$ cat src/rtl/lb1_fill_ctrl_pkg.sv
// Shared types and frame-geometry helpers for the layer-1 line-buffer fill controller.
package lb1_fill_ctrl_pkg;

  typedef enum logic [2:0] {
    IDLE   = 3'd0,
    FILL   = 3'd1,
    STREAM = 3'd2,
    FLUSH  = 3'd3,
    DONE   = 3'd4
  } lb1_fill_state_t;

  function automatic int unsigned img_rows(input int unsigned row_w);
    return 32'd1 << row_w;
  endfunction

  function automatic int unsigned img_cols(input int unsigned col_w);
    return 32'd1 << col_w;
  endfunction

  function automatic int unsigned win_per_frame(input int unsigned row_w,
                                                input int unsigned col_w,
                                                input int unsigned k);
    return (img_rows(row_w) - k + 1) * (img_cols(col_w) - k + 1);
  endfunction

endpackage

$ cat src/rtl/lb1_fill_ctrl_addr_cnt.sv
// Raster row/col write-address counter for the layer-1 line buffer.
module lb1_addr_cnt #(
  parameter int ROW_W = 3,
  parameter int COL_W = 2
) (
  input  logic             clk,
  input  logic             rst_n,
  input  logic             clr_i,
  input  logic             inc_i,
  output logic [ROW_W-1:0] row_o,
  output logic [COL_W-1:0] col_o,
  output logic             last_col_o,
  output logic             last_pxl_o
);

  logic [ROW_W-1:0] row_q, row_d;
  logic [COL_W-1:0] col_q, col_d;

  assign last_col_o = (col_q == '1);
  assign last_pxl_o = last_col_o && (row_q == '1);
  assign row_o      = row_q;
  assign col_o      = col_q;

  // Row wraps naturally to 0 after the last pixel of the frame.
  always_comb begin
    row_d = row_q;
    col_d = col_q;
    if (clr_i) begin
      row_d = '0;
      col_d = '0;
    end else if (inc_i) begin
      if (last_col_o) begin
        col_d = '0;
        row_d = row_q + ROW_W'(1);
      end else begin
        col_d = col_q + COL_W'(1);
      end
    end
  end

  always_ff @(posedge clk or negedge rst_n) begin
    if (!rst_n) begin
      row_q <= '0;
      col_q <= '0;
    end else begin
      row_q <= row_d;
      col_q <= col_d;
    end
  end

endmodule

$ cat src/rtl/lb1_fill_ctrl.sv
// Layer-1 line-buffer fill sequencer: write addressing, window tracking, frame FSM.
// Optional abort input enabled by defining LB1_FILL_CTRL_ABORT_EN.
module lb1_fill_ctrl
  import lb1_fill_ctrl_pkg::*;
#(
  parameter int CNT_ROW_WIDTH    = 3,
  parameter int CNT_COLUMN_WIDTH = 2,
  parameter int KERNEL_SIZE      = 3
) (
  input  logic                        ctrl_clk,
  input  logic                        ctrl_rst_b,
  input  logic                        ctrl_start_i,
`ifdef LB1_FILL_CTRL_ABORT_EN
  input  logic                        ctrl_abort_i,
`endif
  input  logic                        pxl_valid_i,
  output logic                        pxl_ready_o,
  output logic                        lb_wr_en_o,
  output logic [CNT_ROW_WIDTH-1:0]    lb_wr_row_o,
  output logic [CNT_COLUMN_WIDTH-1:0] lb_wr_col_o,
  output logic                        win_valid_o,
  input  logic                        win_ready_i,
  output logic [CNT_ROW_WIDTH-1:0]    win_row_o,
  output logic [CNT_COLUMN_WIDTH-1:0] win_col_o,
  output logic                        busy_o,
  output logic                        frame_done_o
);

  localparam logic [CNT_ROW_WIDTH-1:0]    WIN_ROW_MIN = CNT_ROW_WIDTH'(KERNEL_SIZE - 1);
  localparam logic [CNT_COLUMN_WIDTH-1:0] WIN_COL_MIN = CNT_COLUMN_WIDTH'(KERNEL_SIZE - 1);
  localparam logic [CNT_ROW_WIDTH-1:0]    FILL_ROW    = CNT_ROW_WIDTH'(KERNEL_SIZE - 2);

  lb1_fill_state_t state_q, state_d;

  logic                        win_valid_q, win_valid_d;
  logic [CNT_ROW_WIDTH-1:0]    win_row_q, win_row_d;
  logic [CNT_COLUMN_WIDTH-1:0] win_col_q, win_col_d;

  logic                        abort;
  logic                        accept;
  logic                        win_stall;
  logic                        win_trig;
  logic                        cnt_clr;
  logic [CNT_ROW_WIDTH-1:0]    cnt_row;
  logic [CNT_COLUMN_WIDTH-1:0] cnt_col;
  logic                        last_col;
  logic                        last_pxl;

`ifdef LB1_FILL_CTRL_ABORT_EN
  assign abort = ctrl_abort_i;
`else
  assign abort = 1'b0;
`endif

  assign win_stall   = win_valid_q && !win_ready_i;
  assign pxl_ready_o = ((state_q == FILL) || (state_q == STREAM)) && !win_stall;
  assign accept      = pxl_valid_i && pxl_ready_o;
  assign cnt_clr     = abort || ((state_q == IDLE) && ctrl_start_i);
  assign win_trig    = accept && (cnt_row >= WIN_ROW_MIN) && (cnt_col >= WIN_COL_MIN);

  lb1_addr_cnt #(
    .ROW_W (CNT_ROW_WIDTH),
    .COL_W (CNT_COLUMN_WIDTH)
  ) u_addr_cnt (
    .clk        (ctrl_clk),
    .rst_n      (ctrl_rst_b),
    .clr_i      (cnt_clr),
    .inc_i      (accept),
    .row_o      (cnt_row),
    .col_o      (cnt_col),
    .last_col_o (last_col),
    .last_pxl_o (last_pxl)
  );

  always_comb begin
    state_d = state_q;
    unique case (state_q)
      IDLE:    if (ctrl_start_i) state_d = FILL;
      FILL:    if (accept && (cnt_row == FILL_ROW) && last_col) state_d = STREAM;
      STREAM:  if (accept && last_pxl) state_d = FLUSH;
      FLUSH:   if (!win_valid_q || win_ready_i) state_d = DONE;
      DONE:    state_d = IDLE;
      default: state_d = IDLE;
    endcase
    if (abort) state_d = IDLE;
  end

  // A new window may load in the same cycle the pending one is consumed.
  always_comb begin
    win_valid_d = win_trig || win_stall;
    win_row_d   = win_trig ? cnt_row : win_row_q;
    win_col_d   = win_trig ? cnt_col : win_col_q;
    if (abort) begin
      win_valid_d = 1'b0;
      win_row_d   = '0;
      win_col_d   = '0;
    end
  end

  always_ff @(posedge ctrl_clk or negedge ctrl_rst_b) begin
    if (!ctrl_rst_b) begin
      state_q     <= IDLE;
      win_valid_q <= 1'b0;
      win_row_q   <= '0;
      win_col_q   <= '0;
    end else begin
      state_q     <= state_d;
      win_valid_q <= win_valid_d;
      win_row_q   <= win_row_d;
      win_col_q   <= win_col_d;
    end
  end

  assign lb_wr_en_o   = accept;
  assign lb_wr_row_o  = cnt_row;
  assign lb_wr_col_o  = cnt_col;
  assign win_valid_o  = win_valid_q;
  assign win_row_o    = win_row_q;
  assign win_col_o    = win_col_q;
  assign busy_o       = (state_q != IDLE);
  assign frame_done_o = (state_q == DONE);

endmodule
$ cat config.mk
export PLATFORM = sky130hd
export DESIGN_NAME = lb1_fill_ctrl
export DESIGN_NICKNAME = d
export VERILOG_FILES = /design/src/rtl/lb1_fill_ctrl_pkg.sv /design/src/rtl/lb1_fill_ctrl_addr_cnt.sv /design/src/rtl/lb1_fill_ctrl.sv
export SDC_FILE = /design/constraint.sdc
export NUM_CORES = 1
export LEC_CHECK = 0
export ABC_CLOCK_PERIOD_IN_PS = 2000
export BUFFER_PORTS_ARGS = -buffer_cell sky130_fd_sc_hd__buf_2
export CORE_UTILIZATION = 50
export DETAILED_ROUTE_END_ITERATION = 10
export PLACE_DENSITY = 0.85
export SYNTH_ARGS = -nofsm -noshare
export SYNTH_HDL_FRONTEND = slang
export SYNTH_SLANG_ARGS = --single-unit
export TNS_END_PERCENT = 5
$ cat constraint.sdc
create_clock -name ctrl_clk -period 2 [get_ports ctrl_clk]
set_input_delay 0.2 -clock ctrl_clk [delete_from_list [all_inputs] [get_ports ctrl_clk]]
set_output_delay 0.2 -clock ctrl_clk [all_outputs]
set_load 0.01 [all_outputs]
# Yosys cells after proc, flatten, opt, wreduce, memory -nomap -nowiden
# Index checks and enable logic that the tools add are counted.
[totals]
register_bits = 14
word_cells = 54
[op_classes]
add_sub_neg = 2
order_cmp = 2
eq_ne = 11
n_mux = 11
n_reduce_logical = 22
[op_table]
columns = ["operator", "count"]
rows = [
  ["2-to-1 mux 3 bit", 7],
  ["one-hot mux 3 bit (4 select lines)", 1],
  ["logical AND 1 bit", 10],
  ["equality test 3 x 1 -> 1 bit, second input constant", 2],
  ["equality test 3 x 2 -> 1 bit, second input constant", 2],
  ["equality test 3 bit, second input constant", 2],
  ["2-to-1 mux 2 bit", 3],
  ["inequality test 2 x 1 -> 1 bit, second input constant", 2],
  ["inequality test 2 bit, second input constant", 2],
  ["AND reduction 4 bit", 1],
  ["nonzero test 2 bit", 2],
  ["adder 3 x 1 -> 3 bit, second input constant", 1],
  ["greater-or-equal comparator 3 x 2 -> 1 bit, second input constant", 1],
  ["zero test 1 bit", 3],
  ["zero test 3 bit", 1],
  ["logical OR 1 bit", 3],
  ["nonzero test 3 bit", 1],
  ["adder 2 x 1 -> 2 bit, second input constant", 1],
  ["equality test 2 bit, second input constant", 1],
  ["greater-or-equal comparator 2 bit, second input constant", 1],
  ["AND reduction 2 bit", 1],
]

# Depth between registers and ports, before layout
# Gate-level depths: netlist of the first run.
[logic_depth]
depth_word = 9
ltp_mapped = 5

# By module
# Synthesis of the first run repeated with hierarchy kept, for this count alone.
[unflattened]
cells_unflattened = 67
hier_area_um2 = 737.0
[by_module_without_submodules]
columns = ["mod", "n_inst", "cells_each", "area_each_um2", "seq_area_each_um2"]
rows = [
  ["lb1_fill_ctrl", 1, 42, 457.9, 225.2],
  ["lb1_addr_cnt", 1, 25, 279.0, 125.1],
]

# Worst setup path after synthesis of the first run
# OpenSTA, ideal clock, no wires.
[synth_timing]
path_kind = "reg2reg"
startpoint = "register u_addr_cnt.row_q[1] (netlist: u_addr_cnt.row_o[1])"
endpoint = "register state_q[0]"
setup_ns = 0.147
t_arrival_ns = 1.431
path_slack_ns = 0.423
stages_incl_launch_ff = 6
n_path_buf = 0
period_less_slack_ns = 1.577
cell_sequence = "dfrtp_1 inv_1 ha_1 and3b_1 a2111oi_0 o211ai_1"
[synth_via]
elab_chain_len = 5
[synth_lines]
columns = ["item", "line_no", "text"]
rows = [
  ["start: declaration", "lb1_fill_ctrl_addr_cnt.sv:16", "logic [ROW_W-1:0] row_q, row_d;"],
  ["start signal: assignment", "lb1_fill_ctrl_addr_cnt.sv:46", "row_q <= row_d;"],
  ["equality test 3 bit / equality test 3 x 1 -> 1 bit (equally long branches)", "lb1_fill_ctrl_addr_cnt.sv:20, lb1_fill_ctrl.sv:79", ""],
  ["logical AND 1 bit (on tied branches)", "lb1_fill_ctrl_addr_cnt.sv:20, lb1_fill_ctrl.sv:79", ""],
  ["logical AND 1 bit (on tied branches)", "lb1_fill_ctrl.sv:80, lb1_fill_ctrl.sv:79", ""],
  ["inequality test 2 x 1 -> 1 bit (no source line)", "--", ""],
  ["AND reduction 4 bit (no source line) *", "--", ""],
  ["end signal: assignment", "lb1_fill_ctrl.sv:107", "state_q <= state_d;"],
  ["end: declaration", "lb1_fill_ctrl.sv:33", "lb1_fill_state_t state_q, state_d;"],
]
# Every way passes the cells marked *; elsewhere a longest branch is shown, timed or not.
# A chain may end at the register's enable or synchronous reset.

# Worst setup path in the final report of the first run
[layout_timing]
startpoint = "register state_q[0]"
endpoint = "register win_col_q[0] (netlist: win_col_o[0])"
[layout_via]
elab_chain_len = 6
[layout_lines]
columns = ["item", "line_no", "text"]
rows = [
  ["equality test 3 x 1 -> 1 bit / equality test 3 x 2 -> 1 bit (equally long branches)", "lb1_fill_ctrl.sv:56", "assign pxl_ready_o = ((state_q == FILL) || (state_q == STREAM)) && !win_stall;"],
  ["logical OR 1 bit *", "lb1_fill_ctrl.sv:56", ""],
  ["logical AND 1 bit *", "lb1_fill_ctrl.sv:56", ""],
  ["logical AND 1 bit *", "lb1_fill_ctrl.sv:57", "assign accept = pxl_valid_i && pxl_ready_o;"],
  ["logical AND 1 bit * (2 in a row)", "lb1_fill_ctrl.sv:59", "assign win_trig = accept && (cnt_row >= WIN_ROW_MIN) && (cnt_col >= WIN_COL_MIN);"],
  ["end signal: assignment", "lb1_fill_ctrl.sv:110", "win_col_q <= win_col_d;"],
  ["end: declaration", "lb1_fill_ctrl.sv:37", "logic [CNT_COLUMN_WIDTH-1:0] win_col_q, win_col_d;"],
]
# Marks and branches as above.

==> key figures, run 1 <==
Run status
  – Result of the run: completed

Hold path
  – Classification of the worst-slack hold path: in -> reg
  – Hold Path Origin: ctrl_start_i

Clock network
  – Number of H-tree levels: 1
  – Clock network latency to the later pin of the worst-skew pair: 0.29 ns
  – Quantity of gates resized following cts: 0
  – Total CTS buffers: 3
  – Max Buffers Root-to-Sink: 2
  – Clock tree sinks: 14
  – TritonCTS clock tree: done
  – Clock-pin slew of the registers on the worst-case setup and hold paths: 0.09 ns
  – Root Buffer: sky130_fd_sc_hd__clkbuf_4

Global routing
  – GRT met1 Usage: between 20% and 30%
  – Met3 usage: 3.40%
  – Largest net degree at the start of global routing: 15
  – Vias in the first global route: approximately 630
  – Met2 global-route usage: a little under a third
  – Initial antenna violation count: 0
  – First-pass GRT wire length: roughly 2.7 mm
  – Overall global routing resource usage: approximately a fifth
  – Congestion Overflow GR: 0
  – Busiest metal layer after global routing: met2

Worst setup path
  – Endpoint type of the worst setup path: flip-flop
  – Maximum fanout count along the critical path: 12
  – CP Data Arrival Time: about 1.9 ns
  – Required @ worst endpoint: 2.17 ns
  – Crit path launch: state_q[0]
  – Kind of start point of the critical path: flip-flop
  – Class of the most critical setup path: reg -> reg
  – Startpoint of the most critical register-to-register path: state_q[0]

STA
  – Final Critical Period: between 1.5 and 2 ns
  – Total negative setup slack: 0 ns
  – Number of failing hold endpoints at the final stage: 0
  – FMAX: 567 MHz
  – Post-route clock skew: roughly 0.0083 ns
  – Max-slew violation count: 0
  – Pin slew with the least headroom to its limit: 0.669 ns
  – RSZ-0062 raised after global routing: false
  – Finish-stage setup viols: 0
  – Worst slew margin relative to its limit: 55.3%
  – Final clock period utilization by the worst path: 88.2%

Detailed routing
  – DR vias: roughly 710
  – First-pass iteration count of the detailed router: 4
  – Post-detailed-route count of antenna-violating nets: 0
  – Routed wire length per instance: approximately 14 µm
  – Count of unresolved DRC violations after routing: 0
  – Average vias per placed instance: between 5 and 6
  – Final wirelength: between 1.5 and 2 mm
  – DRC marker count from the first detailed-route iteration: 28

Logic synthesis
  – Count of mapped cells out of synthesis: 85
  – Number of unique standard cell types used by synthesis: 34
  – Avg Synthesized Cell Area: 9.74 µm²
  – Predominant post-synthesis flop cell: sky130_fd_sc_hd__dfrtp_1
  – Ranking of synthesized cells by area: sky130_fd_sc_hd__dfrtp_1, sky130_fd_sc_hd__ha_1, sky130_fd_sc_hd__mux2_2
  – Fraction of post-synthesis cell area in the top cell type by area: between 40% and 50%
  – Cell accounting for the most synthesized area: sky130_fd_sc_hd__dfrtp_1
  – Number of synthesized flops with an enable pin: 0
  – Proportion of synthesized chip area in sequential cells: 42.3%
  – Proportion of register bits with asynchronous set or reset after synthesis: 100%
  – Syn Nets: 95
  – Total of warnings raised by yosys: 0
  – Flip-flop and latch count after synthesis: 14
  – Mapped cell area: roughly 830 µm²

Layout
  – Most frequent standard cell in the layout excluding fill and tap cells: sky130_fd_sc_hd__buf_2
  – Inserted Diodes: 0
  – Layout cell share with drive strength beyond 1: 26.0%
  – Commonest cells after routing, fill and taps aside: sky130_fd_sc_hd__buf_2, sky130_fd_sc_hd__dfrtp_1, sky130_fd_sc_hd__inv_1, sky130_fd_sc_hd__nand2_1
  – Final standard cell area without fillers: 967 µm²
  – Fin nets: between 100 and 150
  – Area grow syn2layout: 16.8%
  – Post-route insts no fill: between 100 and 150

Power
  – Switching share of power: between 40% and 50%
  – Combinational cell fraction of total power: between 50% and 60%
  – Power density over cell area: 1600 nW/µm²
  – Worst vdd rail ir drop: around 0.00079 V
  – Net switching power of the design: approximately 0.00067 W
  – Total internal power: around 0.00088 W
  – Pleak: a little under 0.5 nW
  – Clock share of power: 13.4%
  – Seq pwr share: between 30% and 40%

Placed design
  – HPWL after DPL: approximately 1.2 mm
  – Area after DPL: between 900 and 1000 µm²
  – Total of buffers placed on input and output ports: 19
  – Global placer's final weighted congestion: roughly 0.76
  – Inst Count DP: 115

Floorplanning
  – Width of the die: between 40 and 50 µm
  – Top-level port count: 20
  – Initial core utilization: between 50 and 60%
  – Core box area: 1520 µm²
  – Area enclosed by the die boundary: 1820 µm²
  – Core Rows: 14
  – Vertical die dimension: between 40 and 50 µm

Run
  – Maxcap violations: 0
-- through the flow --
stage | setup WS (ns) | utilization [%] | hold slack [ns] | power, W
6_report | 0.236 | 63.5 | 0.289 | 0.00155
5_1_grt | 0.0867 | 63.5 | 0.323 | 0.00167
4_1_cts | 0.238 | 63.5 | 0.283 | 0.00155
3_5_place_dp | 0.258 | 60.4 | 0.114 | 0.00133
3_3_place_gp | 0.269 | 60.4 | 0.104 | 0.00131
2_1_floorplan | 0.423 | - | -0.0956 | 0.00109
-- final cells by class --
| class | instances | area, µm² |
|---|---|---|
| tap | 16 | 20.0 |
| sequential | 14 | 350 |
| timing repair buffer | 20 | 105 |
| fill | 117 | 557 |
| multi-input combinational | 60 | 433 |
| clock buffer | 4 | 36.3 |
| inverter | 6 | 22.5 |
-- metal layers --
metal | vias up | share of wire [%]
met5 | - | 0
met4 | 0 | 2.1
met3 | 5 | 7.1
met2 | 37 | 47
met1 | 323 | 44
li1 | 344 | -
-- worst paths after layout --
check	to	slack (ns)	depth (start not counted)
setup / recovery	win_col_o[0]	0.24	3
hold / removal	state_q[1]	0.29	3
setup reg to reg	win_col_o[0]	0.24	3
hold reg to reg	win_row_o[1]	0.50	1
max in group asynchronous	u_addr_cnt.col_o[0]	1.42	2
min in group asynchronous	state_q[2]	0.33	2
-- logic make-up (layout without fill, tap and decap cells) --
kind of cell	count (synthesis)	after routing	share of synthesized area, %
AOI/OAI and AO/OA	17	17	13.0
xor gates and xnor gates	2	2	2.12
adders and majority gates	5	5	7.55
buffers and inverters	11	30	5.44
DFF	14	14	42.3
muxes	6	6	7.70
and+or+nand+nor	30	30	21.9
-- power groups by stage --
stage / logic [W] / registers, W / clock network (W)
2_1_floorplan: 0.000530 / 0.000558 / 0
3_3_place_gp: 0.000752 / 0.000559 / 0
3_5_place_dp: 0.000767 / 0.000565 / 0
4_1_cts: 0.000782 / 0.000559 / 0.000209
5_1_grt: 0.000859 / 0.000589 / 0.000222
6_report: 0.000780 / 0.000560 / 0.000207
-- critical path, cell delays in order (launching register included) --
cell	delay, ns
sky130_fd_sc_hd__dfrtp_1	0.55
sky130_fd_sc_hd__xnor2_1	0.22
sky130_fd_sc_hd__nor4_2	0.48
sky130_fd_sc_hd__mux2_2	0.39
-- timing repair --
item / in CTS / in global routing
hold buffers: 1 / 0
setup buffers: 0 / 0
hold endpoints to repair: 14 / 0
endpoints found under the setup margin: 0 / 0
-- cell usage after synthesis, types with 2 or more instances --
master,number
sky130_fd_sc_hd__nor2_1,3
sky130_fd_sc_hd__nand2b_1,2
sky130_fd_sc_hd__nand2_1,6
sky130_fd_sc_hd__mux2i_1,3
sky130_fd_sc_hd__nor3_1,2
sky130_fd_sc_hd__a21oi_1,2
sky130_fd_sc_hd__or4_1,4
sky130_fd_sc_hd__buf_2,3
sky130_fd_sc_hd__o21ai_0,5
sky130_fd_sc_hd__mux2_2,3
sky130_fd_sc_hd__ha_1,5
sky130_fd_sc_hd__a31oi_1,2
sky130_fd_sc_hd__inv_1,6
sky130_fd_sc_hd__nor2b_1,5
sky130_fd_sc_hd__clkbuf_1,2
sky130_fd_sc_hd__dfrtp_1,14
-- state kept, by name (all words and copies together), names as in the netlist --
name and count:
state_q 3, u_addr_cnt.row_o 3, win_row_o 3, u_addr_cnt.col_o 2, win_col_o 2, win_valid_o 1
Power figures use the tool's default switching activity.
==> inputs of run 2 (changes only) <==
Settings changed: CORE_UTILIZATION 50 to 30, PLACE_DENSITY 0.85 to 0.6.
==> run 2 against run 1 <==
Sequential power increased by 0.7%. Largest cell class unchanged. Non-clock buffer count unchanged. Critical path depth unchanged. Worst hold slack improved by 0.012 ns.
==> key figures, run 2 (synthesized netlist as in run 1, its figures left out) <==
Run status
  – Result of the run: completed

Placed design
  – Area after DPL: 938 µm² (+1.9%)
  – Inst Count DP: 129 (+12%)
  – HPWL after DPL: 1.27 mm (+5.7%)
  – Total of buffers placed on input and output ports: 19 (unchanged)
  – Global placer's final weighted congestion: 0.835 (+9.4%)

Clock network
  – Setup Fix Bufs, Post-CTS: 0 (unchanged)
  – Number of H-tree levels: 1 (unchanged)
  – Clock network latency to the later pin of the worst-skew pair: 0.28 ns (about the same)
  – Post-cts hold buffer count: 1 (unchanged)
  – TritonCTS clock tree: done
  – Max Buffers Root-to-Sink: 2 (unchanged)
  – Quantity of gates resized following cts: 0 (unchanged)
  – Root Buffer: sky130_fd_sc_hd__clkbuf_4
  – Total CTS buffers: 3 (unchanged)
  – Clock-pin slew of the registers on the worst-case setup and hold paths: 0.09 ns (about the same)
  – Clock tree sinks: 14 (unchanged)

STA
  – Finish-stage setup viols: 0 (unchanged)
  – Final Critical Period: 1.76 ns (-0.00614 ns)
  – Post-route clock skew: 0.00631 ns (-0.00199 ns)
  – Number of failing hold endpoints at the final stage: 0 (unchanged)
  – Total negative setup slack: 0 ns (unchanged)
  – Max-slew violation count: 0 (unchanged)
  – RSZ-0062 raised after global routing: false
  – Pin slew with the least headroom to its limit: 0.652 ns (-0.0171 ns)
  – Final clock period utilization by the worst path: 87.9% (-0.31 points)
  – FMAX: 569 MHz (+0.35%)
  – Worst slew margin relative to its limit: 56.4% (+1.1 points)

Detailed routing
  – First-pass iteration count of the detailed router: 4 (unchanged)
  – Average vias per placed instance: 5.03 (-15%)
  – Count of unresolved DRC violations after routing: 0 (unchanged)
  – Final wirelength: 1.78 mm (+2.7%)
  – DRC marker count from the first detailed-route iteration: 13 (-54%)
  – Routed wire length per instance: 13.3 µm (-8.0%)
  – DR vias: 674 (-4.9%)
  – Post-detailed-route count of antenna-violating nets: 0 (unchanged)

Worst setup path
  – CP Data Arrival Time: 1.93 ns (about the same)
  – Required @ worst endpoint: 2.18 ns (about the same)
  – Kind of start point of the critical path: flip-flop
  – Register-to-Register Path Depth: 3 (unchanged)
  – Class of the most critical setup path: reg -> reg
  – Endpoint type of the worst setup path: flip-flop
  – Maximum fanout count along the critical path: 12 (unchanged)

Floorplanning
  – Area enclosed by the die boundary: 2980 µm² (+63%)
  – Initial core utilization: 32.5% (-22 points)
  – Width of the die: 54.5 µm (+28%)
  – Top-level port count: 20 (unchanged)
  – Core Rows: 18 (+4)
  – Core box area: 2540 µm² (+67%)
  – Vertical die dimension: 54.5 µm (+28%)

Power
  – Power density over cell area: 1570 nW/µm² (-2.0%)
  – Switching share of power: 43.3% (+0.065 points)
  – Pleak: 0.487 nW (unchanged)
  – Total internal power: 0.000875 W (-0.32%)
  – Combinational cell fraction of total power: 50.0% (-0.4 points)
  – Seq pwr share: 36.6% (+0.4 points)
  – Worst vdd rail ir drop: 0.000828 V (+4.4%)
  – Net switching power of the design: 0.000669 W (about the same)
  – Clock share of power: 13.5% (about the same)

Layout
  – Final standard cell area without fillers: 985 µm² (+1.8%)
  – Post-route insts no fill: 134 (+12%)
  – Area of all sequential standard cells: 350 µm² (unchanged)
  – Layout cell share with drive strength beyond 1: 26.0% (unchanged)
  – Commonest cells after routing, fill and taps aside: sky130_fd_sc_hd__buf_2, sky130_fd_sc_hd__dfrtp_1, sky130_fd_sc_hd__inv_1, sky130_fd_sc_hd__nand2_1
  – Fin nets: 115 (unchanged)
  – Inserted Diodes: 0 (unchanged)
  – Most frequent standard cell in the layout excluding fill and tap cells: sky130_fd_sc_hd__buf_2
  – Fill cells: 281 (+140%)
  – Area grow syn2layout: 18.9%
  – Total area of multi-input combinational cells: 433 µm² (unchanged)

Global routing
  – Congestion Overflow GR: 0 (unchanged)
  – Overall global routing resource usage: 13.7% (-6.9 points)
  – Vias in the first global route: 638 (+1.9%)
  – First-pass GRT wire length: 2.91 mm (+6.6%)
  – Largest net degree at the start of global routing: 15 (unchanged)
  – Initial antenna violation count: 0 (unchanged)

Hold path
  – Worst hold path cell count: 3 (unchanged)
  – Classification of the worst-slack hold path: in -> reg

Run
  – Maxcap violations: 0 (unchanged)
## run 2: cell counts in the layout (fill, tap and decap cells not counted)
Identical to the previous run, type by type.
## run 2: worst paths after layout
check | from | end | slack (ns)
max reg2reg | state_q[0] | win_row_o[0] | 0.24
max in group asynchronous | ctrl_rst_b | u_addr_cnt.col_o[0] | 1.43
min in group asynchronous | ctrl_rst_b | win_row_o[2] | 0.33
max | state_q[0] | win_row_o[0] | 0.24
min reg2reg | win_row_o[1] | win_row_o[1] | 0.50
min | win_ready_i | win_valid_o | 0.30
## run 2: area by class of cell
type | instances | share of cell area (%)
sequential | 14 | 35.6
timing repair buffer | 20 | 10.7
clock buffer | 4 | 3.68
tap | 30 | 3.81
inverter | 6 | 2.29
multi-input combinational | 60 | 44.0
## run 2: stage by stage
stage                     utilization [%]  power [W]  hold WS, ns  worst slack, ns
final                                38.7    0.00154        0.300            0.242
after global routing                 38.7    0.00170        0.313           0.0867
after CTS                            38.7    0.00156        0.292            0.229
after detailed placement             36.9    0.00134        0.117            0.239
after global placement               36.9    0.00133        0.111            0.249
after floorplan                         -    0.00109      -0.0956            0.423
## run 2: worst max-delay path, stage by stage, from the launching register on
cell                      delay (ns)
sky130_fd_sc_hd__dfrtp_1        0.56
sky130_fd_sc_hd__xnor2_1        0.22
sky130_fd_sc_hd__nor4_2         0.48
sky130_fd_sc_hd__mux2_2         0.39
## run 2: per-layer routing
metal  wire length [µm]  global-route usage (%)
met1                911                    19.8
met2                738                    19.7
met3                118                    3.06
met4                  8                    5.13
met5                  0                       0
## run 2: power groups by stage
stage / combinational, W / sequential [W] / clock (W)
6_report: 0.000771 / 0.000564 / 0.000208
2_1_floorplan: 0.000530 / 0.000558 / 0
5_1_grt: 0.000875 / 0.000592 / 0.000229
3_3_place_gp: 0.000770 / 0.000562 / 0
4_1_cts: 0.000781 / 0.000565 / 0.000215
3_5_place_dp: 0.000768 / 0.000571 / 0
